File: src/rtl/instr_issue_encoder_pkg.sv
// Shared definitions for the instruction issue encoder: opcode values, halt word,
// FSM state encoding and the request-packing helpers.
package instr_enc_pkg;

   localparam logic [2:0] OP_ADD = 3'b000;
   localparam logic [2:0] OP_SUB = 3'b001;
   localparam logic [2:0] OP_MUL = 3'b010;
   localparam logic [2:0] OP_DIV = 3'b011;
   localparam logic [2:0] OP_MOD = 3'b100;
   localparam logic [2:0] OP_CMP = 3'b101;

   localparam logic [7:0] HALT_WORD = 8'hFF;

   typedef enum logic [1:0] {
      ST_IDLE = 2'b00,
      ST_RUN  = 2'b01,
      ST_HALT = 2'b10
   } state_t;

   function automatic logic [7:0] encode_word(input logic [2:0] opcode,
                                              input logic       reg_sel,
                                              input logic [3:0] operand);
      return {opcode, reg_sel, operand};
   endfunction

   // Opcodes 110/111 are undefined; 8'hFF is reserved as the halt marker.
   function automatic logic is_illegal(input logic [7:0] word);
      return (word[7:6] == 2'b11) && (word != HALT_WORD);
   endfunction

endpackage

File: src/rtl/instr_issue_encoder_if.sv
// Field-level request channel (valid/ready) into the instruction issue encoder.
interface instr_issue_encoder_if;

   logic       in_valid;
   logic       in_ready;
   logic [2:0] in_opcode;
   logic       in_reg_sel;
   logic [3:0] in_operand;

   modport master (
      output in_valid,
      output in_opcode,
      output in_reg_sel,
      output in_operand,
      input  in_ready
   );

   modport slave (
      input  in_valid,
      input  in_opcode,
      input  in_reg_sel,
      input  in_operand,
      output in_ready
   );

endinterface

File: src/rtl/instr_issue_encoder_fifo.sv
// Synchronous byte FIFO for packed instructions; reset flushes it via the pointers.
module instr_issue_fifo #(
   parameter  int DEPTH  = 8,
   localparam int ADDR_W = $clog2(DEPTH)
) (
   input  logic              clock,
   input  logic              reset,
   input  logic              push,
   input  logic              pop,
   input  logic [7:0]        wdata,
   output logic [7:0]        rdata,
   output logic              full,
   output logic              empty,
   output logic [ADDR_W:0]   count
);

   logic [7:0]        mem_r [DEPTH];
   logic [ADDR_W-1:0] wr_ptr_r;
   logic [ADDR_W-1:0] rd_ptr_r;
   logic [ADDR_W:0]   count_r;
   logic              push_ok;
   logic              pop_ok;

   assign full   = (count_r == (ADDR_W+1)'(DEPTH));
   assign empty  = (count_r == (ADDR_W+1)'(0));
   assign count  = count_r;
   assign rdata  = mem_r[rd_ptr_r];
   assign push_ok = push && !full;
   assign pop_ok  = pop && !empty;

   // Pointer and occupancy tracking; power-of-two depth lets pointers wrap naturally.
   always_ff @(posedge clock) begin
      if (reset) begin
         wr_ptr_r <= ADDR_W'(0);
         rd_ptr_r <= ADDR_W'(0);
         count_r  <= (ADDR_W+1)'(0);
      end else begin
         if (push_ok) wr_ptr_r <= wr_ptr_r + ADDR_W'(1);
         if (pop_ok)  rd_ptr_r <= rd_ptr_r + ADDR_W'(1);
         case ({push_ok, pop_ok})
            2'b10:   count_r <= count_r + (ADDR_W+1)'(1);
            2'b01:   count_r <= count_r - (ADDR_W+1)'(1);
            default: count_r <= count_r;
         endcase
      end
   end

   // Storage array write port.
   always_ff @(posedge clock) begin
      if (push_ok) mem_r[wr_ptr_r] <= wdata;
   end

endmodule

File: src/rtl/instr_issue_encoder.sv
// Instruction issue encoder: packs requests, buffers them and issues bytes under run/step/halt.
// Optional build macro INSTR_ENC_ILLEGAL_TRAP_EN drops undefined-opcode requests and counts them.
module instr_issue_encoder
   import instr_enc_pkg::*;
#(
   parameter  int DEPTH  = 8,
   localparam int ADDR_W = $clog2(DEPTH)
) (
   input  logic                 clock,
   input  logic                 reset,
   instr_issue_encoder_if.slave req,
   input  logic                 run,
   input  logic                 step,
   output logic [7:0]           instr_out,
   output logic                 instr_ena,
   output logic                 busy,
   output logic [ADDR_W:0]      count,
   output logic [7:0]           illegal_cnt
);

   state_t      state_r;
   state_t      state_nxt;
   logic [7:0]  word_s;
   logic [7:0]  head_s;
   logic        accept_s;
   logic        push_s;
   logic        pop_s;
   logic        full_s;
   logic        empty_s;
   logic [7:0]  instr_out_r;
   logic        instr_ena_r;

   assign word_s       = encode_word(req.in_opcode, req.in_reg_sel, req.in_operand);
   assign req.in_ready = !full_s;
   assign accept_s     = req.in_valid && !full_s;

`ifdef INSTR_ENC_ILLEGAL_TRAP_EN
   logic       illegal_s;
   logic [7:0] illegal_cnt_r;

   assign illegal_s   = is_illegal(word_s);
   assign push_s      = accept_s && !illegal_s;
   assign illegal_cnt = illegal_cnt_r;

   // Saturating count of accepted-but-dropped requests.
   always_ff @(posedge clock) begin
      if (reset) begin
         illegal_cnt_r <= 8'h00;
      end else if (accept_s && illegal_s && (illegal_cnt_r != 8'hFF)) begin
         illegal_cnt_r <= illegal_cnt_r + 8'h01;
      end
   end
`else
   assign push_s      = accept_s;
   assign illegal_cnt = 8'h00;
`endif

   instr_issue_fifo #(.DEPTH(DEPTH)) u_fifo (
      .clock (clock),
      .reset (reset),
      .push  (push_s),
      .pop   (pop_s),
      .wdata (word_s),
      .rdata (head_s),
      .full  (full_s),
      .empty (empty_s),
      .count (count)
   );

   // FSM state register.
   always_ff @(posedge clock) begin
      if (reset) state_r <= ST_IDLE;
      else       state_r <= state_nxt;
   end

   // Next-state and pop decision; entering RUN or leaving it never pops in that cycle.
   always_comb begin
      state_nxt = state_r;
      pop_s     = 1'b0;
      case (state_r)
         ST_IDLE: begin
            if (run) begin
               state_nxt = ST_RUN;
            end else if (step && !empty_s) begin
               pop_s = 1'b1;
            end else begin
               state_nxt = ST_IDLE;
            end
         end
         ST_RUN: begin
            if (!run) begin
               state_nxt = ST_IDLE;
            end else if (!empty_s) begin
               pop_s = 1'b1;
               if (head_s == HALT_WORD) state_nxt = ST_HALT;
               else                     state_nxt = ST_RUN;
            end else begin
               state_nxt = ST_RUN;
            end
         end
         ST_HALT: begin
            if (!run) state_nxt = ST_IDLE;
            else      state_nxt = ST_HALT;
         end
         default: begin
            state_nxt = ST_IDLE;
         end
      endcase
   end

   // Registered issue port; byte is forced to zero whenever the strobe is low.
   always_ff @(posedge clock) begin
      if (reset) begin
         instr_out_r <= 8'h00;
         instr_ena_r <= 1'b0;
      end else if (pop_s) begin
         instr_out_r <= head_s;
         instr_ena_r <= 1'b1;
      end else begin
         instr_out_r <= 8'h00;
         instr_ena_r <= 1'b0;
      end
   end

   assign instr_out = instr_out_r;
   assign instr_ena = instr_ena_r;
   assign busy      = !empty_s || instr_ena_r;

endmodule

File: src/flat_wrapper.sv
// flat-port wrapper written by rule: the top's interface ports become plain ports
module instr_issue_encoder_flat import instr_enc_pkg::*;
#(
   parameter  int DEPTH  = 8,
   localparam int ADDR_W = $clog2(DEPTH)
)
  (clock, reset, run, step, instr_out, instr_ena, busy, count, illegal_cnt, req_in_valid, req_in_opcode, req_in_reg_sel, req_in_operand, req_in_ready);
  instr_issue_encoder_if req_i ();
  input  logic clock;
  input  logic reset;
  input  logic run;
  input  logic step;
  output logic [7:0] instr_out;
  output logic instr_ena;
  output logic busy;
  output logic [ADDR_W:0] count;
  output logic [7:0] illegal_cnt;
  input wire logic [$bits(req_i.in_valid)-1:0] req_in_valid;
  input wire logic [$bits(req_i.in_opcode)-1:0] req_in_opcode;
  input wire logic [$bits(req_i.in_reg_sel)-1:0] req_in_reg_sel;
  input wire logic [$bits(req_i.in_operand)-1:0] req_in_operand;
  output wire logic [$bits(req_i.in_ready)-1:0] req_in_ready;
  assign req_i.in_valid = req_in_valid;
  assign req_i.in_opcode = req_in_opcode;
  assign req_i.in_reg_sel = req_in_reg_sel;
  assign req_i.in_operand = req_in_operand;
  assign req_in_ready = req_i.in_ready;
  instr_issue_encoder #(.DEPTH(DEPTH)) u_core (.clock(clock), .reset(reset), .req(req_i), .run(run), .step(step), .instr_out(instr_out), .instr_ena(instr_ena), .busy(busy), .count(count), .illegal_cnt(illegal_cnt));
endmodule
File: config.mk
export PLATFORM = sky130hd
export DESIGN_NAME = instr_issue_encoder_flat
export DESIGN_NICKNAME = d
export VERILOG_FILES = /design/src/rtl/instr_issue_encoder_pkg.sv /design/src/rtl/instr_issue_encoder_if.sv /design/src/rtl/instr_issue_encoder_fifo.sv /design/src/rtl/instr_issue_encoder.sv /design/src/flat_wrapper.sv
export SDC_FILE = /design/constraint.sdc
export NUM_CORES = 1
export LEC_CHECK = 0
export CORE_AREA = 2 2 92 94
export DETAILED_ROUTE_END_ITERATION = 16
export DIE_AREA = 0 0 94 96
export PLACE_DENSITY = 0.75
export SKIP_LAST_GASP = 1
export SLEW_MARGIN = 15
export SYNTH_ARGS = -nofsm -noshare
export SYNTH_HDL_FRONTEND = slang
export SYNTH_SLANG_ARGS = --single-unit
File: constraint.sdc
create_clock -name clock -period 3.2 [get_ports clock]
set_input_delay 0.48 -clock clock [delete_from_list [all_inputs] [get_ports clock]]
set_output_delay 0.48 -clock clock [all_outputs]
set_load 0.01 [all_outputs]
* Word level (Yosys, flattened, before mapping)
Memory sizes are Yosys's and may differ from the RTL's. A register that Yosys moved wholly into a read port is not among the register bits.
Index checks and enable logic that the tools add are counted.
Widths: inputs -> output; s select.
** Word-level totals
- Flip-flop bits (word level) :: 21
- Bits in writable memories :: 64
- Bits of input ports :: 13
- Output and inout port bits :: 23
- Word-level logic and storage cells :: 48
- Memories :: 1
** Memory list
- u_core.u_fifo.mem_r :: words 8, width 8, rd ports 1, clocked after Yosys merged registers in 1, write ports 1, line instr_issue_encoder_fifo.sv:17 : logic [7:0] mem_r [DEPTH];
** Cells by class
- Add/sub/neg operators :: 4
- Equal/unequal tests :: 7
- Multiplexer cells :: 18
- Bitwise logic cells :: 1
- Reductions and logical operators :: 11
** Operators with widths (count)
- $mux 2 :: 6
- $eq 8x8->1 const B :: 1
- $pmux 4 s2 :: 1
- $mux 1 :: 7
- $add 3x1->3 const B :: 2
- $mux 3 :: 2
- $pmux 2 s3 :: 1
- $add 4x1->4 const B :: 1
- $eq 2x1->1 const B :: 2
- $eq 2x2->1 const B :: 2
- $eq 4x4->1 const B :: 1
- $logic_and 1x1->1 :: 4
- $logic_not 4->1 :: 1
- $sub 4x1->4 const B :: 1
- $ne 3x3->1 const B :: 1
- $logic_not 1->1 :: 2
- $logic_not 2->1 :: 1
- $pmux 1 s2 :: 1
- $reduce_bool 2->1 :: 1
- $reduce_or 2->1 :: 1
- $logic_or 1x1->1 :: 1
- $not 1->1 :: 1

* Depth between registers and ports, before layout
- Depth after elaboration :: 9
- Mapped depth :: 11
- Depth with buffers taken out :: 10

* Cells and area by module
A second synthesis with hierarchy kept.
** Second synthesis, totals
- Cell total of the unflattened synthesis :: 211
- Area total of the unflattened synthesis :: 3608.5 um^2
** By module, submodules not included
- instr_issue_fifo :: instances 1, cells an instance 167, area each 3151.8 um^2
- instr_issue_encoder :: instances 1, cells an instance 44, area each 456.7 um^2

* Worst setup path before layout
OpenSTA, ideal clock, no wires.
- Path kind :: in2reg
- Start :: in run
- End :: reg u_core.u_fifo.count_r[2] (netlist: u_core.u_fifo.count[2])
- Library setup time :: 0.071 ns
- Arrival time :: 2.431 ns
- Required time :: 3.129 ns
- Setup slack :: 0.698 ns
- Stages :: 9
- Path buffers :: 0
- Cells stage by stage :: or3b_1 -> a211oi_2 -> ha_1 -> xor2_1 -> ha_1 -> a21oi_1 -> xor2_1 -> or3_1 -> a21oi_1
** On the way
- Word-level cells in the longest chain between the ends :: 5
- Elaborated cells between the ends (all ways) :: 8
** Ends and longest elaborated chain
- start: declaration :: line flat_wrapper.sv:11 : input logic run;
- $mux 1 (on tied branches) :: line instr_issue_encoder.sv:91, instr_issue_encoder.sv:82
- $pmux 1 s2 * :: line instr_issue_encoder.sv:80 : case (state_r)
- $logic_and 1x1->1 * :: line instr_issue_encoder_fifo.sv:29 : assign pop_ok = pop && !empty;
- named net u_core.u_fifo.pop_ok :: line instr_issue_encoder_fifo.sv:22 : logic pop_ok;
- $eq 2x1->1 / $eq 2x2->1 (equally long branches) :: line instr_issue_encoder_fifo.sv:40 : case ({push_ok, pop_ok})
- $pmux 4 s2 / $reduce_bool 2->1 (equally long branches)
- end signal: assignment :: line instr_issue_encoder_fifo.sv:41 : 2'b10: count_r <= count_r + (ADDR_W+1)'(1);
- end signal: assignment :: line instr_issue_encoder_fifo.sv:42 : 2'b01: count_r <= count_r - (ADDR_W+1)'(1);
- end signal: assignment :: line instr_issue_encoder_fifo.sv:43 : default: count_r <= count_r;
- end: declaration :: line instr_issue_encoder_fifo.sv:20 : logic [ADDR_W:0] count_r;
Mark *: on every way through the listed nets, which the timed path passes. The rest lies on a longest branch.
A chain may end at the register's enable or synchronous reset.

* Final worst setup path
Ends and elaborated chain as after synthesis.

==> impl_metrics.env <==
export IMPL_status="complete, no violations"
export IMPL_via_per_inst=5.14
export IMPL_ys_ff_latch=88
export IMPL_cts_made_buffers=9
export IMPL_hold_violations=0
export IMPL_grt_pass1_vias=1822
export IMPL_die_x_um=94
export IMPL_min_period_ps=2560
export IMPL_cp_cell_sequence="clkdlybuf4s50_1, or3b_1, a211oi_2, ha_1, xor2_1, ha_1, a21oi_1, xor2_1, or3_1, a21oi_1"
export IMPL_yosys_warnings=0
export IMPL_switching_share_pct=25.4
export IMPL_antenna_found_initial=0
export IMPL_dp_final_hpwl_um=3850
export IMPL_synth_cells=208
export IMPL_coreArea_sq_um=8050
export IMPL_place_gp_congestion=0.695
export IMPL_cts_hold_buf=0
export IMPL_num_io_pins=36
export IMPL_port_buffer_count=27
export IMPL_crit_family="simple AND/OR/NAND/NOR gates"
export IMPL_detail_route_first_pass_iterations=4
export IMPL_fin_setup_tns_ps=0
export IMPL_cts_root_buffer="clkbuf_8"
export IMPL_num_vias=1840
export IMPL_syn_area_sq_um=3490
export IMPL_cts_setup_buffers=0
export IMPL_power_density_nw_per_um2=679
export IMPL_grt_pass1_wl_um=9690
export IMPL_slowest_stage="clkdlybuf4s50_1"
export IMPL_diodes=0
export IMPL_maxCapViolCount=0
export IMPL_nFillCells=681
export IMPL_slew_viol_final=0
export IMPL_comb_power_share_pct=19.1
export IMPL_critPathArrivalTime_ps=2830
export IMPL_clk_pin_slew_worst_paths_ps=90
export IMPL_start_util_pct=43.3
export IMPL_required_ps=3470
export IMPL_p_clk_share_pct=31.2
export IMPL_dieArea_sq_um=9020
export IMPL_tightest_slew_ps=783
export IMPL_intPower_mw=2.09
export IMPL_final_util_pct=51.2
export IMPL_h_tree_depth=3
export IMPL_grt_max_degree=17
export IMPL_cts_tree="yes"
export IMPL_grt_ovfl_total=0
export IMPL_skew_ps=7.57
export IMPL_critPathKind="in -> reg"
export IMPL_crit_path_end_kind="register"
export IMPL_fin_crit_sh_pct=80.0
export IMPL_max_vdd_ir_drop_mv=0.266
export IMPL_slowest_delay_ps=460
export IMPL_cts_sinks=88
export IMPL_drc=0
export IMPL_grtUsageTotal_pct=14.9
export IMPL_antenna_left=0
export IMPL_p_sw_mw=0.711
export IMPL_rsz0062_at_grt="no"
export IMPL_syn_avg_cell_area_sq_um=16.8
export IMPL_path_buf_inv=1
export IMPL_ctsLongestPathBuffers=2
export IMPL_area_growth_syn_to_layout_pct=18.2
export IMPL_ys_types=37
export IMPL_ys_seq_area_share_pct=68.9
export IMPL_ctsResizeCount=0
export IMPL_min_path_type="reg -> reg"
export IMPL_p_leak_nw=1.41
export IMPL_drive_above_1_share_pct=17.0
export IMPL_routed_wl_um=5940
export IMPL_slew_headroom_pct=47.7
export IMPL_path_max_fanout=4
export IMPL_start_kind="input port"
export IMPL_seqPwrFrac_pct=49.7
export IMPL_final_nets=266
export IMPL_fmax_ghz=0.391
export IMPL_fp_row_count=33
export IMPL_clk_insertion_delay_late_ps=350
export IMPL_wl_per_cell_um=16.6
export IMPL_setup_viol=0
export IMPL_drt_initial_drc_count=92
export IMPL_die_h_um=96
[area by class of cell]
type / instances / area, sq um / share of cell area (%)
tap: 105 / 131 / 3.19
clock inverter: 4 / 53.8 / 1.31
sequential: 88 / 2400 / 58.3
clock buffer: 12 / 188 / 4.56
multi-input combinational: 110 / 988 / 24.0
timing repair buffer: 38 / 353 / 8.56
inverter: 1 / 3.75 / 0.0911
[synthesized netlist by cell type (all sizes together)]
| library cell | n | area [sq um] |
|---|---|---|
| edfxtp | 64 | 1920 |
| dfxtp | 24 | 480 |
| nor2 | 20 | 75.1 |
| mux4 | 16 | 379 |
| buf | 13 | 106 |
| mux2i | 9 | 90.1 |
| xor2 | 7 | 61.3 |
| nand2b | 6 | 37.5 |
| nor3 | 6 | 30.0 |
| a21oi | 5 | 25.0 |
| ha | 5 | 62.6 |
| nand2 | 5 | 18.8 |
| clkbuf | 3 | 11.3 |
| nand3 | 3 | 15.0 |
| nor4 | 3 | 18.8 |
| a211oi | 2 | 20.0 |
| nand3b | 2 | 15.0 |
| or3b | 2 | 17.5 |
| a21o | 1 | 7.51 |
| and3 | 1 | 6.26 |
| conb | 1 | 3.75 |
| inv | 1 | 3.75 |
| mux2 | 1 | 15.0 |
| nand4b | 1 | 8.76 |
| nor2b | 1 | 8.76 |
| nor4b | 1 | 8.76 |
| nor4bb | 1 | 10.0 |
| o21ai | 1 | 5.00 |
| o21bai | 1 | 7.51 |
| or3 | 1 | 6.26 |
| xnor2 | 1 | 8.76 |
[worst min-delay path, stage by stage, from the launching register on]
cell	delay [ps]
dfxtp_1	340
mux2i_1	80
nor2_1	110
[layout by cell type (no fill, tap or decap), types with 7 or more instances in the layout]
cell	synthesis	final
conb_1	1	8
mux2i_1	9	9
edfxtp_1	64	64
buf_4	8	11
mux4_2	11	11
dfxtp_1	24	24
nor2_1	20	20
xor2_1	7	7
clkbuf_8	0	10
clkdlybuf4s50_1	0	27
[flip-flops by register name (all words and copies together), names as in the netlist, named ones only]
signal,cells
u_core.instr_ena,1
u_core.u_fifo.wr_ptr_r,3
u_core.u_fifo.mem_r,64
u_core.u_fifo.rd_ptr_r,3
u_core.instr_out,8
u_core.state_r,2
u_core.u_fifo.count,4
[path summary, 6_finish.rpt]
check	start	endpoint	slack [ps]	cells past startpoint
min	u_core.u_fifo.rd_ptr_r[1]$_SDFFE_PP0P_	u_core.u_fifo.rd_ptr_r[1]$_SDFFE_PP0P_	560	2
max reg2reg	u_core.u_fifo.count[1]$_SDFFE_PP0P_	u_core.u_fifo.count[2]$_SDFFE_PP0P_	760	10
min reg2reg	u_core.u_fifo.rd_ptr_r[1]$_SDFFE_PP0P_	u_core.u_fifo.rd_ptr_r[1]$_SDFFE_PP0P_	560	2
max	run	u_core.u_fifo.count[2]$_SDFFE_PP0P_	640	10
[metrics by stage]
stage | worst slack (ps) | hold slack [ps] | total power [mW] | cells | instance area, sq um
3_3_place_gp | 364 | 503 | 1.95 | 342 | 3880
4_1_cts | 603 | 566 | 2.83 | 358 | 4120
2_1_floorplan | 698 | 485 | 1.77 | 215 | 3510
5_1_grt | 454 | 607 | 2.93 | 358 | 4120
6_report | 640 | 563 | 2.80 | 358 | 4120
3_5_place_dp | 242 | 527 | 1.96 | 342 | 3880
[power groups by stage]
stage	Sequential, mW	Combinational (mW)	Clock (mW)
after global placement	1.42	0.531	0
after global routing	1.41	0.589	0.940
after floorplan	1.38	0.383	0
after CTS	1.39	0.544	0.892
final	1.39	0.534	0.873
after detailed placement	1.42	0.541	0
[cells by family (layout without fill, tap and decap cells)]
logic type	Yosys count	after routing	synth area share, %
adder cells (fa/ha/maj)	5	5	1.79
flip-flops	88	88	68.9
XOR/XNOR	8	8	2.01
AND/OR/NAND/NOR	53	53	7.93
multiplexers	26	26	13.9
other	1	8	0.108
AO/OA/AOI/OAI	10	10	1.87
buffers and inverters	17	55	3.48
[per-layer routing]
layer / up-vias / routed length (um) / GRT usage [%]
met5: - / 0 / 0
met4: 0 / 95 / 6.88
met3: 8 / 272 / 3.76
met2: 51 / 2940 / 24.6
met1: 917 / 2630 / 18.7
li1: 864 / - / -
Power figures use the tool's default switching activity.
